--- config.mk ---
export PLATFORM = sky130hd
export DESIGN_NAME = mul_div_unit_flat
export DESIGN_NICKNAME = d
export VERILOG_FILES = /design/src/rtl/mul_div_unit_if.sv /design/src/rtl/mul_div_unit.sv /design/src/flat_wrapper.sv
export SDC_FILE = /design/constraint.sdc
export NUM_CORES = 2
export LEC_CHECK = 0
export ABC_CLOCK_PERIOD_IN_PS = 10700
export CORE_MARGIN = 2
export CORE_UTILIZATION = 59
export CTS_CLUSTER_SIZE = 40
export DETAILED_ROUTE_END_ITERATION = 12
export PLACE_DENSITY_LB_ADDON = 0.3
export SYNTH_ARGS = -nofsm -noshare
export SYNTH_HDL_FRONTEND = slang
export SYNTH_SLANG_ARGS = --single-unit
export TNS_END_PERCENT = 50
--- constraint.sdc ---
create_clock -name clk -period 10.7 [get_ports clk]
set_input_delay 2.14 -clock clk [delete_from_list [all_inputs] [get_ports clk]]
set_output_delay 2.14 -clock clk [all_outputs]
set_load 0.1 [all_outputs]
--- src/rtl/mul_div_unit_if.sv ---
// Issue and CDB mul-lane signals of the multiply/divide unit.
// master = reservation station / CDB side, slave = the unit.
interface mul_div_unit_if;
   logic        issue_valid;
   logic        issue_ready;
   logic [2:0]  issue_multop;
   logic [31:0] issue_rs1_data;
   logic [31:0] issue_rs2_data;
   logic [4:0]  issue_rob_idx;
   logic [4:0]  issue_rd_addr;
   logic        cdb_ready;
   logic        mul_valid;
   logic [31:0] mul_data;
   logic [4:0]  mul_rob_idx;
   logic [4:0]  mul_rd_addr;

   modport master (
      output issue_valid, issue_multop, issue_rs1_data, issue_rs2_data,
             issue_rob_idx, issue_rd_addr, cdb_ready,
      input  issue_ready, mul_valid, mul_data, mul_rob_idx, mul_rd_addr
   );

   modport slave (
      input  issue_valid, issue_multop, issue_rs1_data, issue_rs2_data,
             issue_rob_idx, issue_rd_addr, cdb_ready,
      output issue_ready, mul_valid, mul_data, mul_rob_idx, mul_rd_addr
   );
endinterface

--- src/rtl/mul_div_unit.sv ---
// Multi-cycle multiply/divide unit: 2-stage multiplier, 32-step restoring divider,
// one operation in flight, result held on the CDB mul lane until granted.
module mul_div_unit (
   input logic           clk,
   input logic           rst,
   input logic           flush,
   mul_div_unit_if.slave bus
);

   typedef enum logic [2:0] {StIdle, StMul, StDiv, StFix, StDone} state_t;

   state_t      state;
   logic [5:0]  cnt;
   logic [2:0]  op_q;
   logic [31:0] a_q, b_q;
   logic        neg_a_q, neg_b_q;
   logic [31:0] rem_q, quo_q, dvs_q;
   logic [63:0] prod_q;
   logic [31:0] result_q;
   logic        mul_valid_q;
   logic [31:0] mul_data_q;
   logic [4:0]  rob_q, rd_q;

   // Issue-side decode, used only at acceptance.
   logic        in_is_div, in_signed, in_div_zero, in_div_ovf;
   logic [31:0] in_rs1, in_rs2;

   always_comb begin
      in_rs1      = bus.issue_rs1_data;
      in_rs2      = bus.issue_rs2_data;
      in_is_div   = bus.issue_multop[2];
      in_signed   = ~bus.issue_multop[0];
      in_div_zero = in_is_div && (in_rs2 == 32'h0);
      in_div_ovf  = in_is_div && in_signed && (in_rs1 == 32'h8000_0000)
                    && (in_rs2 == 32'hFFFF_FFFF);
   end

   // Multiplier operands sign-/zero-extended to 64 bits; low 64 bits of the
   // product are then correct for every signedness combination.
   logic        a_sx, b_sx;
   logic [63:0] a_ext, b_ext, prod;

   always_comb begin
      a_sx  = ((op_q == 3'b001) || (op_q == 3'b010)) && a_q[31];
      b_sx  = (op_q == 3'b001) && b_q[31];
      a_ext = {{32{a_sx}}, a_q};
      b_ext = {{32{b_sx}}, b_q};
      prod  = a_ext * b_ext;
   end

   // One restoring-division step: shift in the next dividend bit, try subtract.
   logic [32:0] div_tmp, div_sub;

   always_comb begin
      div_tmp = {rem_q, quo_q[31]};
      div_sub = div_tmp - {1'b0, dvs_q};
   end

   always_ff @(posedge clk or posedge rst) begin
      if (rst) begin
         state       <= StIdle;
         cnt         <= 6'd0;
         op_q        <= 3'd0;
         a_q         <= 32'h0;
         b_q         <= 32'h0;
         neg_a_q     <= 1'b0;
         neg_b_q     <= 1'b0;
         rem_q       <= 32'h0;
         quo_q       <= 32'h0;
         dvs_q       <= 32'h0;
         prod_q      <= 64'h0;
         result_q    <= 32'h0;
         mul_valid_q <= 1'b0;
         mul_data_q  <= 32'h0;
         rob_q       <= 5'd0;
         rd_q        <= 5'd0;
      end else if (flush) begin
         state       <= StIdle;
         cnt         <= 6'd0;
         mul_valid_q <= 1'b0;
      end else begin
         case (state)
            StIdle: begin
               if (bus.issue_valid) begin
                  op_q    <= bus.issue_multop;
                  a_q     <= in_rs1;
                  b_q     <= in_rs2;
                  rob_q   <= bus.issue_rob_idx;
                  rd_q    <= bus.issue_rd_addr;
                  neg_a_q <= in_is_div && in_signed && in_rs1[31];
                  neg_b_q <= in_is_div && in_signed && in_rs2[31];
                  cnt     <= 6'd0;
                  if (in_div_zero) begin
                     result_q <= bus.issue_multop[1] ? in_rs1 : 32'hFFFF_FFFF;
                     state    <= StDone;
                  end else if (in_div_ovf) begin
                     result_q <= bus.issue_multop[1] ? 32'h0 : 32'h8000_0000;
                     state    <= StDone;
                  end else if (in_is_div) begin
                     rem_q <= 32'h0;
                     quo_q <= (in_signed && in_rs1[31]) ? -in_rs1 : in_rs1;
                     dvs_q <= (in_signed && in_rs2[31]) ? -in_rs2 : in_rs2;
                     state <= StDiv;
                  end else begin
                     state <= StMul;
                  end
               end
            end
            StMul: begin
               if (cnt == 6'd0) begin
                  prod_q <= prod;
                  cnt    <= 6'd1;
               end else begin
                  result_q <= (op_q == 3'b000) ? prod_q[31:0] : prod_q[63:32];
                  cnt      <= 6'd0;
                  state    <= StDone;
               end
            end
            StDiv: begin
               if (!div_sub[32]) begin
                  rem_q <= div_sub[31:0];
                  quo_q <= {quo_q[30:0], 1'b1};
               end else begin
                  rem_q <= div_tmp[31:0];
                  quo_q <= {quo_q[30:0], 1'b0};
               end
               if (cnt == 6'd31) begin
                  cnt   <= 6'd0;
                  state <= StFix;
               end else begin
                  cnt <= cnt + 6'd1;
               end
            end
            StFix: begin
               if (op_q[1]) begin
                  result_q <= neg_a_q ? -rem_q : rem_q;
               end else begin
                  result_q <= (neg_a_q ^ neg_b_q) ? -quo_q : quo_q;
               end
               state <= StDone;
            end
            StDone: begin
               // First DONE cycle loads the output register; the grant is honoured
               // only once the result is actually visible on the lane.
               if (!mul_valid_q) begin
                  mul_valid_q <= 1'b1;
                  mul_data_q  <= result_q;
               end else if (bus.cdb_ready) begin
                  mul_valid_q <= 1'b0;
                  state       <= StIdle;
               end
            end
            default: state <= StIdle;
         endcase
      end
   end

   assign bus.issue_ready = (state == StIdle);
   assign bus.mul_valid   = mul_valid_q;
   assign bus.mul_data    = mul_data_q;
   assign bus.mul_rob_idx = rob_q;
   assign bus.mul_rd_addr = rd_q;

endmodule

--- src/flat_wrapper.sv ---
// flat-port wrapper written by rule: the top's interface ports become plain ports
module mul_div_unit_flat 
  (clk, rst, flush, bus_issue_valid, bus_issue_multop, bus_issue_rs1_data, bus_issue_rs2_data, bus_issue_rob_idx, bus_issue_rd_addr, bus_cdb_ready, bus_issue_ready, bus_mul_valid, bus_mul_data, bus_mul_rob_idx, bus_mul_rd_addr);
  mul_div_unit_if bus_i ();
  input logic clk;
  input logic rst;
  input logic flush;
  input wire logic [$bits(bus_i.issue_valid)-1:0] bus_issue_valid;
  input wire logic [$bits(bus_i.issue_multop)-1:0] bus_issue_multop;
  input wire logic [$bits(bus_i.issue_rs1_data)-1:0] bus_issue_rs1_data;
  input wire logic [$bits(bus_i.issue_rs2_data)-1:0] bus_issue_rs2_data;
  input wire logic [$bits(bus_i.issue_rob_idx)-1:0] bus_issue_rob_idx;
  input wire logic [$bits(bus_i.issue_rd_addr)-1:0] bus_issue_rd_addr;
  input wire logic [$bits(bus_i.cdb_ready)-1:0] bus_cdb_ready;
  output wire logic [$bits(bus_i.issue_ready)-1:0] bus_issue_ready;
  output wire logic [$bits(bus_i.mul_valid)-1:0] bus_mul_valid;
  output wire logic [$bits(bus_i.mul_data)-1:0] bus_mul_data;
  output wire logic [$bits(bus_i.mul_rob_idx)-1:0] bus_mul_rob_idx;
  output wire logic [$bits(bus_i.mul_rd_addr)-1:0] bus_mul_rd_addr;
  assign bus_i.issue_valid = bus_issue_valid;
  assign bus_i.issue_multop = bus_issue_multop;
  assign bus_i.issue_rs1_data = bus_issue_rs1_data;
  assign bus_i.issue_rs2_data = bus_issue_rs2_data;
  assign bus_i.issue_rob_idx = bus_issue_rob_idx;
  assign bus_i.issue_rd_addr = bus_issue_rd_addr;
  assign bus_i.cdb_ready = bus_cdb_ready;
  assign bus_issue_ready = bus_i.issue_ready;
  assign bus_mul_valid = bus_i.mul_valid;
  assign bus_mul_data = bus_i.mul_data;
  assign bus_mul_rob_idx = bus_i.mul_rob_idx;
  assign bus_mul_rd_addr = bus_i.mul_rd_addr;
  mul_div_unit u_core (.clk(clk), .rst(rst), .flush(flush), .bus(bus_i));
endmodule
# ---- Word level (Yosys, flattened, before mapping)
# Cells that the tools add are included.
dict set report totals {
  ff_bits 313
  out_inout_bits 44
  word_cells 120
}
dict set report op_classes {
  addsub 6
  mul 1
  n_eq_ne 20
  mux 44
  bitwise 6
  n_reduce_logical 27
}
# op count
set ops {}
lappend ops {{2-to-1 mux 32 bit} 21}
lappend ops {{negation 32 bit} 4}
lappend ops {{case mux 32 bit (2 select lines)} 2}
lappend ops {{case mux 32 bit (3 select lines)} 1}
lappend ops {{equality test 32 bit (second input constant)} 2}
lappend ops {{multiplier 33 x 33 -> 64 bit} 1}
lappend ops {{subtractor 33 x 32 -> 33 bit} 1}
lappend ops {{zero test 32 bit} 1}
lappend ops {{2-to-1 mux 3 bit} 8}
lappend ops {{2-to-1 mux 6 bit} 3}
lappend ops {{case mux 6 bit (3 select lines)} 1}
lappend ops {{case mux 3 bit (5 select lines)} 1}
lappend ops {{AND reduction 6 bit} 2}
lappend ops {{logical AND 1 bit} 10}
lappend ops {{!= test 2 bit (second input constant)} 5}
lappend ops {{AND reduction 5 bit} 2}
lappend ops {{equality test 3 x 2 -> 1 bit (second input constant)} 3}
lappend ops {{!= test 3 bit (second input constant)} 3}
lappend ops {{AND reduction 3 bit} 3}
lappend ops {{adder 6 x 1 -> 6 bit (second input constant)} 1}
lappend ops {{equality test 3 x 1 -> 1 bit (second input constant)} 2}
lappend ops {{equality test 6 x 5 -> 1 bit (second input constant)} 1}
lappend ops {{zero test 3 bit} 2}
lappend ops {{zero test 6 bit} 1}
lappend ops {{other kinds (12)} 23}

# ---- Depth between registers and ports, before layout
dict set report logic_depth {
  word_depth 9
  ltp_mapped 32
  mapped_depth_nobuf 29
}

# ---- Worst setup path before layout
# No wires, ideal clock.
dict set report synth_timing {
  path_kind {register -> register}
  from {register u_core.op_q[1]}
  to {register u_core.prod_q[54]}
  setup_ns 0.125
  arrival_time_ns 8.270
  t_required_ns 10.575
  setup_slack_ns 2.305
  path_stages_with_launch 28
  path_buffers 3
  period_less_slack_ns 8.395
  cell_sequence {dfrtp_1 clkbuf_1 xnor2_1 nor3b_1 clkbuf_1 clkbuf_1 nand2_1 fa_1 fa_1 inv_1 fa_1 inv_1 fa_1 inv_1 fa_1 fa_1 fa_1 inv_1 fa_1 inv_1 ha_1 and3_1 and3_1 a32oi_1 a31oi_1 a31o_2 xor2_1 mux2_2}
}
dict set report synth_between {
  elab_chain_cells 4
  word_cells_on_any_way 6
  cone_classes {1 x mul; 2 x eq/ne; 3 x reduce/logical}
}
# item line_no
set synth_rtl {}
lappend synth_rtl {{start, declared} mul_div_unit.sv:14} ;# logic [2:0] op_q;
lappend synth_rtl {{start signal, assigned} mul_div_unit.sv:85} ;# op_q <= bus.issue_multop;
lappend synth_rtl {{equality test 3 x 1 -> 1 bit or equality test 3 x 2 -> 1 bit (tied branches)} {mul_div_unit.sv:44, mul_div_unit.sv:45}}
lappend synth_rtl {{logical OR 1 bit} mul_div_unit.sv:44} ;# a_sx = ((op_q == 3'b001) || (op_q == 3'b010)) && a_q[31];
lappend synth_rtl {{logical AND 1 bit} mul_div_unit.sv:44}
lappend synth_rtl {{multiplier 33 x 33 -> 64 bit (*)} mul_div_unit.sv:48} ;# prod = a_ext * b_ext;
lappend synth_rtl {{end signal, assigned} mul_div_unit.sv:111} ;# prod_q <= prod;
lappend synth_rtl {{end, declared} mul_div_unit.sv:18} ;# logic [63:0] prod_q;
# Mark *: on every way between the ends. The rest lies on a longest branch, timed or not.
# A chain may end at the register's enable or synchronous reset.

# ---- Worst setup path in the final report
# Same ends and word-level chain as after synthesis.

==> impl_metrics.tcl <==
set metrics [dict create \
    clkLatencyLatePin_ps 580 \
    h-tree-depth 2 \
    start_kind "flip-flop" \
    post-cts-setup-buffers 0 \
    grt_pass1_vias 46200 \
    synth_edf_count 0 \
    worst_pin_slew_ps 1300 \
    fp.dieW_um 312 \
    avgViaCountPerCell 5.95 \
    gp_congestion 1.00 \
    fillers 7777 \
    cts-root-buf "clkbuf_16" \
    worstSetupPathType "reg -> reg" \
    cp_top_family "adder cells" \
    drc_errors 0 \
    grt_max_degree 163 \
    end_kind "flip-flop" \
    max_stage_delay_ps 590 \
    synth_async_sr_flop_share_pct 100 \
    synth_nets 7641 \
    synth_top_area_cell "fa_1" \
    yosys_register_bits 313 \
    finalWirelength_um 171000 \
    port_buffers 125 \
    ant_nets 0 \
    cp-startpoint "u_core.op_q[1]" \
    final_area_um2 59400 \
    hold_viol_final 0 \
    yosysMostFrequentCell "inv_1" \
    ioPinCount 126 \
    numCtsBuffers 37 \
    rsz0062_at_grt "no" \
    drive_gt1_share_pct 5.50 \
    cts.sinks 313 \
    min_from "u_core.result_q[30]" \
    placed_area_um2 58000 \
    core_area_um2 93500 \
    timing.fmax_mhz 107 \
    synth_area_um2 55800 \
    maxCapViolCount 0 \
    slew_headroom_pct 13.1 \
    fin_tns_setup_ps 0 \
    crit_buf_inv 5 \
    outcome "finished clean" \
    required_ps 11150 \
    overflow 0 \
    clk_path_buf_depth 3 \
    rrSetupSlack_ps 1330 \
    cts_tree "built" \
    min_period_ps 9370 \
    r2r_start "u_core.op_q[1]" \
    crit_top_cell "fa_1" \
    clkTransAtPathRegs_ps 70 \
    cts_resized 0 \
    seqCellArea_um2 7860 \
    syn_to_final_growth_pct 6.44 \
    synth_seq_area_share_pct 14.0 \
    via_count 43900 \
    cp_slowest_cell "nand3b_1" \
    dieHeight_um 312 \
    setup_violations 0 \
    start_util_pct 59.7 \
    cp.arrival_ps 9820 \
    hold_class "reg -> reg" \
    yosys_warnings 0 \
    grt_antenna_before_repair 10 \
    synthCells 6182 \
    drt_iter0_drc 3869 \
    postCtsHoldBufs 0 \
    ys.flop_type "dfrtp_1" \
    final.period_utilization_pct 87.5 \
    wl_per_cell_um 23.2 \
    grt_first_pass_wirelength_um 269000 \
    synth_area_leaders "fa_1, dfrtp_1, inv_1" \
    final_nets 7543 \
    multiInputGateArea_um2 42100 \
    rr_worst_depth 27 \
    netlist.area_leader.share_pct 40.4 \
    synthTopCellsByCount "inv_1, fa_1, nand2_1, and2_1, clkbuf_1" \
    ys_types 72 \
    drv_slew 0 \
    first_pass_iters 5 \
    path_max_fanout 63 \
    num_rows 112 \
    syn_avg_cell_area_um2 9.03 \
    r2r_end "u_core.prod_q[54]" \
    fin_skew_ps 37.6 \
    hold_end "u_core.result_q[30]" \
    grt.total_usage_pct 36.3 \
    hpwl_um 130000 \
    holdPathStages 2 \
    dieArea_um2 97100 \
]
-- stage by stage --
step / instances / util, % / worst slack [ps] / hold slack [ps]
floorplan: 6182 / - / 2300 / 439
global placement: 7299 / 62.1 / 1680 / 454
detailed placement: 7299 / 62.1 / 1450 / 462
CTS: 7366 / 63.5 / 1460 / 477
global route: 7366 / 63.5 / 1040 / 496
finish: 7376 / 63.5 / 1330 / 481
-- routing by layer --
metal | part of all wire (%) | track usage (%)
met1 | 37 | 47.0
met2 | 46 | 58.1
met3 | 11 | 8.44
met4 | 5.5 | 16.8
met5 | 0.019 | 0
-- tightest hold or removal path, cell delays in order, from the launching register on --
cell,delay (ps)
dfrtp_1,340
nand2_1,50
nand2_1,50
-- logic make-up after synthesis --
kind of cell | Yosys count | share of synthesized area [%]
simple gates | 1814 | 14.9
buf+inv | 1557 | 10.6
fa+ha+maj | 1377 | 46.0
compound gates | 736 | 7.66
flops | 313 | 14.0
xor+xnor | 222 | 3.48
mux | 163 | 3.31
-- state kept, by name, indices dropped and copies added, names as in the netlist --
register / flops
u_core.neg_b_q: 1
u_core.quo_q: 32
u_core.result_q: 32
u_core.bus.mul_data: 32
u_core.a_q: 32
u_core.bus.mul_valid: 1
u_core.cnt: 6
u_core.op_q: 3
u_core.prod_q: 64
u_core.rem_q: 32
u_core.b_q: 32
u_core.bus.mul_rob_idx: 5
u_core.state: 3
u_core.neg_a_q: 1
u_core.bus.mul_rd_addr: 5
u_core.dvs_q: 32
-- worst max-delay path by stage --
stage,end,slack [ps],depth (start not counted)
after CTS,u_core.prod_q[54],1460,27
after global routing,u_core.prod_q[61],1040,28
final,u_core.prod_q[54],1330,27
after detailed placement,u_core.prod_q[54],1450,27
after floorplan,u_core.prod_q[54],2300,27
after global placement,u_core.prod_q[40],1680,26
-- area by class of cell --
cell class | count | area share, %
tap | 1254 | 2.64
clock inverter | 14 | 0.411
timing repair buffer | 212 | 3.23
clock buffer | 53 | 1.88
sequential | 313 | 13.2
multi-input combinational | 4312 | 70.9
antenna | 10 | 0.0421
inverter | 1208 | 7.64
-- layout by cell type (no fill, tap or decap), drive strengths merged, types with 38 or more instances in the layout --
cell           netlist  routed
dfrtp              313     313
and2               354     354
ha                 251     251
xnor2              119     119
clkbuf             330      53
nor2               173     173
fa                1126    1126
buf                 19      87
mux2               128     128
xor2               103     103
a21oi              222     222
nand2             1042    1042
o21ai              295     295
nor3                38      38
inv               1208    1209
a21o                40      40
nand3               38      38
clkdlybuf4s50        0     125
Power is left out: the tool's default activity adds up to more than one toggle a clock period on the data nets, which glitch-free logic cannot reach.
